[config.mk]
export PLATFORM = sky130hd
export DESIGN_NAME = mux4_scan_sampler
export DESIGN_NICKNAME = d
export VERILOG_FILES = /design/src/rtl/mux4_scan_sampler.sv
export SDC_FILE = /design/constraint.sdc
export NUM_CORES = 1
export LEC_CHECK = 0
export ABC_AREA = 1
export CAP_MARGIN = 10
export CORE_ASPECT_RATIO = 0.8
export CORE_UTILIZATION = 35
export CTS_CLUSTER_SIZE = 25
export DETAILED_ROUTE_END_ITERATION = 10
export GPL_TIMING_DRIVEN = 0
export PLACE_DENSITY_LB_ADDON = 0.1
export SLEW_MARGIN = 30
export SYNTH_ARGS = -nofsm -noshare
export SYNTH_HDL_FRONTEND = slang
export SYNTH_SLANG_ARGS = --single-unit
[constraint.sdc]
create_clock -name clk -period 1.2 [get_ports clk]
set_input_delay 0.36 -clock clk [delete_from_list [all_inputs] [get_ports clk]]
set_output_delay 0.36 -clock clk [all_outputs]
set_load 0.05 [all_outputs]
[src/rtl/mux4_scan_sampler.sv]
// rtl/mux4_scan_sampler.sv - scans a 4:1 mux channel by channel and packs the samples into a 4-bit frame
// Optional macro MUX4_SCAN_PARITY_EN adds the frame_par output.
module mux4_scan_sampler #(
   parameter int unsigned DWELL = 2,
   parameter int unsigned DCW   = 8
) (
   input  logic       clk,
   input  logic       rst_n,
   input  logic       start,
   output logic       s0,
   output logic       s1,
   input  logic       mux_out,
   output logic [3:0] frame,
   output logic       frame_valid,
   input  logic       frame_ready,
`ifdef MUX4_SCAN_PARITY_EN
   output logic       frame_par,
`endif
   output logic       busy
);

   typedef enum logic [1:0] {
      IDLE   = 2'd0,
      SETTLE = 2'd1,
      HOLD   = 2'd2
   } state_t;

   localparam logic [DCW-1:0] DWELL_LAST = DCW'(DWELL - 1);

   state_t         state_q, state_d;
   logic [1:0]     chan_q, chan_d;
   logic [DCW-1:0] dwell_q, dwell_d;
   logic [2:0]     shadow_q, shadow_d;
   logic [3:0]     frame_q, frame_d;

   always_ff @(posedge clk or negedge rst_n) begin
      if (!rst_n) begin
         state_q  <= IDLE;
         chan_q   <= 2'd0;
         dwell_q  <= '0;
         shadow_q <= 3'd0;
         frame_q  <= 4'd0;
      end else begin
         state_q  <= state_d;
         chan_q   <= chan_d;
         dwell_q  <= dwell_d;
         shadow_q <= shadow_d;
         frame_q  <= frame_d;
      end
   end

   always_comb begin
      state_d  = state_q;
      chan_d   = chan_q;
      dwell_d  = dwell_q;
      shadow_d = shadow_q;
      frame_d  = frame_q;
      unique case (state_q)
         IDLE: begin
            if (start) begin
               state_d = SETTLE;
               chan_d  = 2'd0;
               dwell_d = '0;
            end
         end
         SETTLE: begin
            if (dwell_q == DWELL_LAST) begin
               dwell_d = '0;
               chan_d  = chan_q + 2'd1;
               // Channel 3 goes straight into the frame, so the shadow only needs channels 0..2.
               unique case (chan_q)
                  2'd0: shadow_d[0] = mux_out;
                  2'd1: shadow_d[1] = mux_out;
                  2'd2: shadow_d[2] = mux_out;
                  default: begin
                     frame_d = {mux_out, shadow_q};
                     state_d = HOLD;
                  end
               endcase
            end else begin
               dwell_d = dwell_q + DCW'(1);
            end
         end
         HOLD: begin
            if (frame_ready) begin
               state_d = IDLE;
            end
         end
         default: state_d = IDLE;
      endcase
   end

   assign {s1, s0}    = (state_q == SETTLE) ? chan_q : 2'b00;
   assign busy        = (state_q != IDLE);
   assign frame_valid = (state_q == HOLD);
   assign frame       = frame_q;

`ifdef MUX4_SCAN_PARITY_EN
   logic par_q;

   always_ff @(posedge clk or negedge rst_n) begin
      if (!rst_n) begin
         par_q <= 1'b0;
      end else begin
         par_q <= ^frame_d;
      end
   end

   assign frame_par = par_q;
`endif

endmodule
After elaboration in Yosys (flattened, before gate mapping)
Index checks and enable logic that the tools add are counted.
Widths: inputs -> output; s select.

word-level totals
  output and inout bits = 8
  bits of input ports = 5
  flip-flop bits (word level) = 19
  logic and storage cells = 43

operators by class
  bitwise logic cells = 1
  add/subtract/negate cells = 2
  equality and inequality tests = 9
  reductions and logical operators = 12
  mux-type cells = 12

operators by type and width
  operator             count
  $mux 8               2
  $pmux 8 s2           1
  $reduce_and 3->1     5
  $mux 2               7
  $add 8x1->8 const B  1
  $eq 8x1->1 const B   1
  $ne 2x2->1 const B   3
  $pmux 2 s3           1
  $eq 2x1->1 const B   2
  $eq 2x2->1 const B   2
  $logic_not 2->1      2
  $pmux 2 s2           1
  $reduce_and 4->1     1
  $reduce_bool 2->1    2
  $reduce_or 3->1      1
  $add 2x1->2 const B  1
  $ne 2x1->1 const B   1
  $reduce_and 2->1     1
  $not 1->1            1

Depth between registers and ports, before layout
Gate-level depths: netlist of run 1.

  depth after elaboration = 5
  depth in mapped cells = 9

Least setup slack after synthesis of run 1
No wires, ideal clock.

  path type = register to output
  from = register state_q[1]
  to = output port s0
  buffers on the path = 0
  path slack = -497 ps
  data required time = 840 ps
  arrival time = 1337 ps
  stages on the path, launching flop included = 4
  path through = dfrtp_1 nor2_8 inv_4 nor2_1

on the way
  cells in the longest elaborated chain, start to end = 2

ends and longest elaborated chain
  element                   line  source
  start: declaration        30    state_t state_q, state_d;
  start signal: assignment  44    state_q <= state_d;
  $eq 2x1->1                93    assign {s1, s0} = (state_q == SETTLE) ? chan_q : 2'b00;
  $mux 2                    93
  end: declaration          10    output logic s0,

Every way passes these cells.

Worst setup path in the final report of run 1
  from = register state_q[1]
  to = output port s1

on the way
  cells in the longest elaborated chain, start to end = 2

ends and longest elaborated chain
  element           line  source
  $eq 2x1->1        93
  $mux 2            93
  end: declaration  11    output logic s1,

Every way passes these cells.

==> out/metrics.yaml, run 1 <==
status: "complete, but fails checks"
violations: "negative setup slack"
finalCritPeriodShare: 1.26
leakagePower_nw: 0.763
drt_iter0_markers: 15
die-area_um2: 3310
groute.usage.overall: 0.175
drive_above_1_share: 0.450
io-pin-count: 13
synthTopCellsByArea: "dfrtp_1 (44%), nand2_1 (13%), ha_1 (7.0%)"
drtPass1Iterations: 4
fillers: 259
setup_ws_ns: -0.315
total_power_mw: 3.83
layout_common_cells: "nand2_1 (32), dfrtp_1 (16), buf_4 (16), buf_6 (12), inv_1 (9)"
cts_sinks: 19
synth_cell_types: 22
regArea_um2: 479
clk_latency_ns: 0.25
end_kind: "output port"
finalHoldViolations: 0
crit_cells: 4
setup_tns_ns: -1.77
yosysWarnings: 0
slowest_stage: "dfrtp_2"
slew_violations: 0
cts-root-buf: "clkbuf_8"
routedWlPerCell_um: 12.9
path_clk_slew_ns: 0.07
layout_min_cycle_time_ns: 1.52
slowest_delay_ns: 0.46
setup_violations: 19
initial_core_util: 0.379
yosysTopAreaCellShare: 0.440
antenna_found_initial: 0
crit_required_ns: 0.84
finalWirelength_um: 2690
portBuffers: 12
syn_area_um2: 1080
clock_path_buffers: 2
worstSetupPathType: "reg -> out"
hold_ws_ns: 0.0403
cts.htree.levels: 1
cpLargestDelayFamily: "flip-flops"
r2r_cells: 8
core_area_um2: 2850
drc: 0
cap_viol_max_count: 0
cts_tree: "yes"
crit_path_max_fanout: 3
area_delta_synth_final_pct: 52.8
fin_nets: 183
synthCells: 132
first_global_vias: 932
viasPerCell: 4.89
vias: 1022
ir_worst_vdd_mv: 1.09
worstMarginPinSlew_ns: 0.446
diodes: 0
grt_pass1_wl_um: 4460
max_freq_mhz: 660
reg2reg_slack_ns: -0.08
grt_max_degree: 20
ctsHoldBuffers: 0
hpwlAfterDp_um: 1650
seq_area_frac_synth: 0.440
synth_largest_area_cell: "dfrtp_1"
synth-seq-cells: 19
power.density_nw_per_um2: 2320
critPathLaunchType: "flop"
gp_congestion: 0.782
final_common_cell: "nand2_1"
syn_area_per_cell_um2: 8.18
ant_nets: 0
relSlewSlack: 0.703
multi_input_area_um2: 646
die_w_um: 64.1
fp-row-count: 17
cp_cell_sequence: "nor2_8, inv_6, nor2_4, buf_8"
hp-class: "in -> async"
die_y_um: 51.7
path_buf_inv: 2
cts_buffers: 3
worstPathArrival_ns: 1.16
synth_fp_nets: 143
skew_ns: 0.000750
gr-total-overflow: 0
rsz0062_at_grt: "yes"
==> metrics by stage <==
stage | area (um2) | cells | setup WS, ns | utilization
final | 1650 | 209 | -0.315 | 0.579
after global routing | 1650 | 209 | -0.359 | 0.579
after CTS | 1480 | 201 | -0.317 | 0.520
after detailed placement | 1270 | 182 | -0.815 | 0.446
after global placement | 1270 | 182 | -0.807 | 0.446
after floorplan | 1100 | 132 | -0.122 | -
==> routing by layer <==
layer | share of wire | GRT usage
met3 | 0.033 | 0.0395
met4 | 0.0022 | 0.0333
met2 | 0.47 | 0.252
met5 | 0 | 0
met1 | 0.50 | 0.266
==> registers in the layout, indices dropped and copies added, names as in the netlist <==
signal / flops
dwell_q: 8
chan_q: 2
state_q: 2
shadow_q: 3
frame: 4
==> cell type report <==
type | instances | share of cell area
Sequential cell | 19 | 0.290
Buffer | 2 | 0.0159
Clock buffer | 4 | 0.0273
Timing Repair Buffer | 35 | 0.202
Inverter | 18 | 0.0440
Multi-Input combinational cell | 93 | 0.391
Tap cell | 38 | 0.0288
==> power breakdown <==
group          switching (mW)  internal (mW)  total [mW]
clock                   0.204          0.236       0.440
combinational            1.21          0.982        2.19
sequential              0.280          0.917        1.20
==> worst register-to-register path, stage by stage, from the launching register on <==
cell	delay (ns)
dfrtp_1	0.39
inv_2	0.08
ha_4	0.15
nand3_4	0.07
nor2_4	0.18
buf_6	0.15
nand3_2	0.06
nand2_1	0.06
nand2_1	0.04
==> synth_stat cells, drive strengths merged <==
master	instances
buf	2
a21oi	1
nand2	39
dfrtp	19
nand3	12
inv	18
o211ai	1
ha	6
nor2	12
o22ai	4
xor2	3
o21ai	7
nand4	8
==> kinds of logic (layout without fill, tap and decap cells) <==
logic type / count (synthesis) / in the layout / synth area share
xor gates and xnor gates: 3 / 3 / 0.0243
AOI/OAI and AO/OA: 13 / 13 / 0.0707
and+or+nand+nor: 71 / 71 / 0.313
adders and majority gates: 6 / 6 / 0.0695
DFF: 19 / 19 / 0.440
buffers and inverters: 20 / 59 / 0.0823
==> final timing paths <==
check                             from     endpoint
min in group clk           shadow_q[2]  shadow_q[2]
hold / removal                   rst_n   dwell_q[4]
setup / recovery            state_q[1]           s1
setup reg to reg            dwell_q[1]  shadow_q[2]
max in group asynchronous        rst_n   state_q[1]
hold reg to reg            shadow_q[2]  shadow_q[2]
==> what timing repair did <==
action / CTS / global route
gates cloned: 1 / 0
pin swaps: 4 / 10
resized for setup: 70 / 31
hold endpoints to repair: 0 / 0
setup endpoints to repair: 41 / 27
setup buffers: 14 / 9
No activity file was read; power rests on OpenSTA's default activity.
==> run 2: changes to the inputs <==
--- a/config.mk
+++ b/config.mk
@@ -6,9 +6,9 @@
 export NUM_CORES = 1
 export LEC_CHECK = 0
 export ABC_AREA = 1
-export CAP_MARGIN = 10
+export CAP_MARGIN = 20
 export CORE_ASPECT_RATIO = 0.8
-export CORE_UTILIZATION = 35
+export CORE_UTILIZATION = 45
 export CTS_CLUSTER_SIZE = 25
 export DETAILED_ROUTE_END_ITERATION = 10
 export GPL_TIMING_DRIVEN = 0
==> run 2 against run 1 <==
Critical path depth unchanged. Power is 4.8% lower. Core utilization is 14 points higher. Combinational power down 4%. Highest routed layer unchanged. Flip-flop and latch count unchanged. Routed wire length is 5.5% lower. The run ends with design-rule violations, negative hold slack, negative setup slack left. Worst setup slack worse by 0.055 ns. Clock skew increased by 0.0028 ns. Via count fell by 2.4%.
==> out/metrics.yaml, run 2 (synthesis results as in run 1) <==
io-pin-count: 13  # unchanged
post-route-util: 0.720  # was 0.579
portBuffers: 12  # unchanged
layout_common_cells: "nand2_1 (32), dfrtp_1 (15), buf_4 (13), buf_6 (12), inv_1 (10)"  # was nand2_1 (32), dfrtp_1 (16), buf_4 (16), buf_6 (12), inv_1 (9)
placedInstanceArea_um2: 1260  # was 1270 um2
cts_sinks: 19  # unchanged
reg2reg_slack_ns: -0.10  # was -0.08 ns
finalWirelength_um: 2540  # was 2690 um
cap_viol_max_count: 0  # unchanged
viasPerCell: 5.22  # was 4.89
worstMarginPinSlew_ns: 0.450  # was 0.446 ns
drive_above_1_share: 0.428  # was 0.450
switching_share: 0.461  # was 0.443
crit_path_max_fanout: 3  # unchanged
grt_max_degree: 20  # unchanged
cts_tree: "yes"  # unchanged
comb_power_share: 0.578  # was 0.572
r2r_cells: 9  # was 8
grt_pass1_wl_um: 3980  # was 4460 um
critPathLaunchType: "flop"  # unchanged
ant_nets: 0  # unchanged
vias: 997  # was 1022
cts.htree.levels: 1  # unchanged
violations: "design-rule violations, negative hold slack, negative setup slack"  # was negative setup slack
pwr-share-clk: 0.091  # was 0.115
routedWlPerCell_um: 13.3  # was 12.9 um
setup_violations: 24  # was 19
largest_register_ffs: 8  # unchanged
die-area_um2: 2600  # was 3310 um2
regMostFlops: "dwell_q"  # unchanged
fillers: 162  # was 259
groute.usage.overall: 0.206  # was 0.175
crit_required_ns: 0.84  # about the same
cp-startpoint: "state_q[1]"  # unchanged
slew_violations: 0  # unchanged
finalCritPeriodShare: 1.31  # was 1.26
seqPwrFrac: 0.331  # was 0.313
clk_latency_ns: 0.30  # was 0.25 ns
relSlewSlack: 0.700  # was 0.703
worstPathArrival_ns: 1.21  # was 1.16 ns
gp_congestion: 0.847  # was 0.782
die_y_um: 45.8  # was 51.7 um
cts-root-buf: "clkbuf_4"  # was clkbuf_8
drt_iter0_markers: 20  # was 15
ir_worst_vdd_mv: 1.75  # was 1.09 mV
dpl.cell_count: 169  # was 182
finalHoldViolations: 19  # was 0
final_area_um2: 1600  # was 1650 um2
fin_nets: 178  # was 183
initial_core_util: 0.488  # was 0.379
drc: 4  # was 0
hp-class: "in -> async"  # unchanged
status: "complete, but fails checks"  # unchanged
die_w_um: 56.8  # was 64.1 um
r2r_end: "chan_q[1]"  # was shadow_q[2]
cts_buffers: 3  # unchanged
fp-row-count: 15  # was 17
hold_ws_ns: -0.0104  # was 0.0403 ns
path_clk_slew_ns: 0.11  # was 0.07 ns
gr-total-overflow: 0  # unchanged
switching_power_mw: 1.68  # was 1.69 mW
core_area_um2: 2210  # was 2850 um2
ctsHoldBuffers: 0  # unchanged
total_power_mw: 3.65  # was 3.83 mW
final_cells: 191  # was 209
internal-power_mw: 1.97  # was 2.14 mW
drtPass1Iterations: 8  # was 4
power.density_nw_per_um2: 2290  # was 2320 nW/um2
diodes: 0  # unchanged
area_delta_synth_final_pct: 47.7  # was 52.8%
layout_min_cycle_time_ns: 1.57  # was 1.52 ns
leakagePower_nw: 0.731  # was 0.763 nW
skew_ns: 0.00356  # was 0.000750 ns
first_global_vias: 849  # was 932
antenna_found_initial: 0  # unchanged
max_freq_mhz: 637  # was 660 MHz
endpoint: "s1"  # unchanged
rsz0062_at_grt: "yes"  # unchanged
final_common_cell: "nand2_1"  # unchanged
worstSetupPathType: "reg -> out"  # unchanged
clock_path_buffers: 2  # unchanged
rr_startpoint: "dwell_q[1]"  # unchanged
setup_ws_ns: -0.370  # was -0.315 ns
hpwlAfterDp_um: 1610  # was 1650 um
end_kind: "output port"  # unchanged
run 2: cell count changes in the layout (fill, tap and decap cells not counted), sizes merged:
| cell | before | now |
|---|---|---|
| buf | 34 | 29 |
run 2: layer usage:
| metal | wire, um | GRT usage | vias to the layer above | share of wire |
|---|---|---|---|---|
| li1 | - | - | 504 | - |
| met1 | 1210 | 0.289 | 463 | 0.48 |
| met2 | 1200 | 0.324 | 28 | 0.47 |
| met3 | 117 | 0.0568 | 2 | 0.046 |
| met4 | 15 | 0.0439 | 0 | 0.0059 |
| met5 | 0 | 0 | - | 0 |
run 2: critical path, stage by stage (launching register included):
cell and delay [ns]:
dfrtp_2 0.47, nor2_8 0.16, inv_8 0.05, nor2_4 0.08
buf_8 0.15
run 2: area by class of cell:
cell class | count | area, um2 | area share
Multi-Input combinational cell | 93 | 669 | 0.420
Sequential cell | 19 | 480 | 0.301
Timing Repair Buffer | 30 | 290 | 0.182
Inverter | 18 | 75.1 | 0.0471
Tap cell | 25 | 31.3 | 0.0196
Clock buffer | 4 | 26.3 | 0.0165
Buffer | 2 | 22.5 | 0.0141
run 2: stage by stage:
step,setup WS (ns),setup TNS (ns)
6_report,-0.370,-2.33
4_1_cts,-0.375,-1.78
5_1_grt,-0.431,-3.74
3_3_place_gp,-0.790,-11.08
3_5_place_dp,-0.809,-11.39
2_1_floorplan,-0.122,-0.446
run 2: worst min path at each step:
stage,to,slack [ns],depth (start not counted)
after floorplan,chan_q[0],0.06,0
after global placement,frame[2],0.45,2
after detailed placement,shadow_q[2],0.46,2
after CTS,dwell_q[5],0.31,1
after global routing,frame[0],0.01,1
final,dwell_q[7],-0.01,1
run 2: power by group through the flow:
stage	registers [mW]	clock network [mW]	logic, mW
finish	1.21	0.332	2.11
global route	1.24	0.366	2.30
CTS	1.16	0.341	1.77
detailed placement	1.16	0	1.52
global placement	1.14	0	1.49
floorplan	1.33	0	0.921
run 2: repair_timing:
| item | 4_1_cts | 5_1_grt |
|---|---|---|
| endpoints found under the setup margin | 22 | 25 |
| cloned | 2 | 0 |
| hold endpoints to repair | 0 | 0 |
| pin swaps | 8 | 15 |
| gates resized for setup | 80 | 24 |
| setup buffers | 7 | 11 |
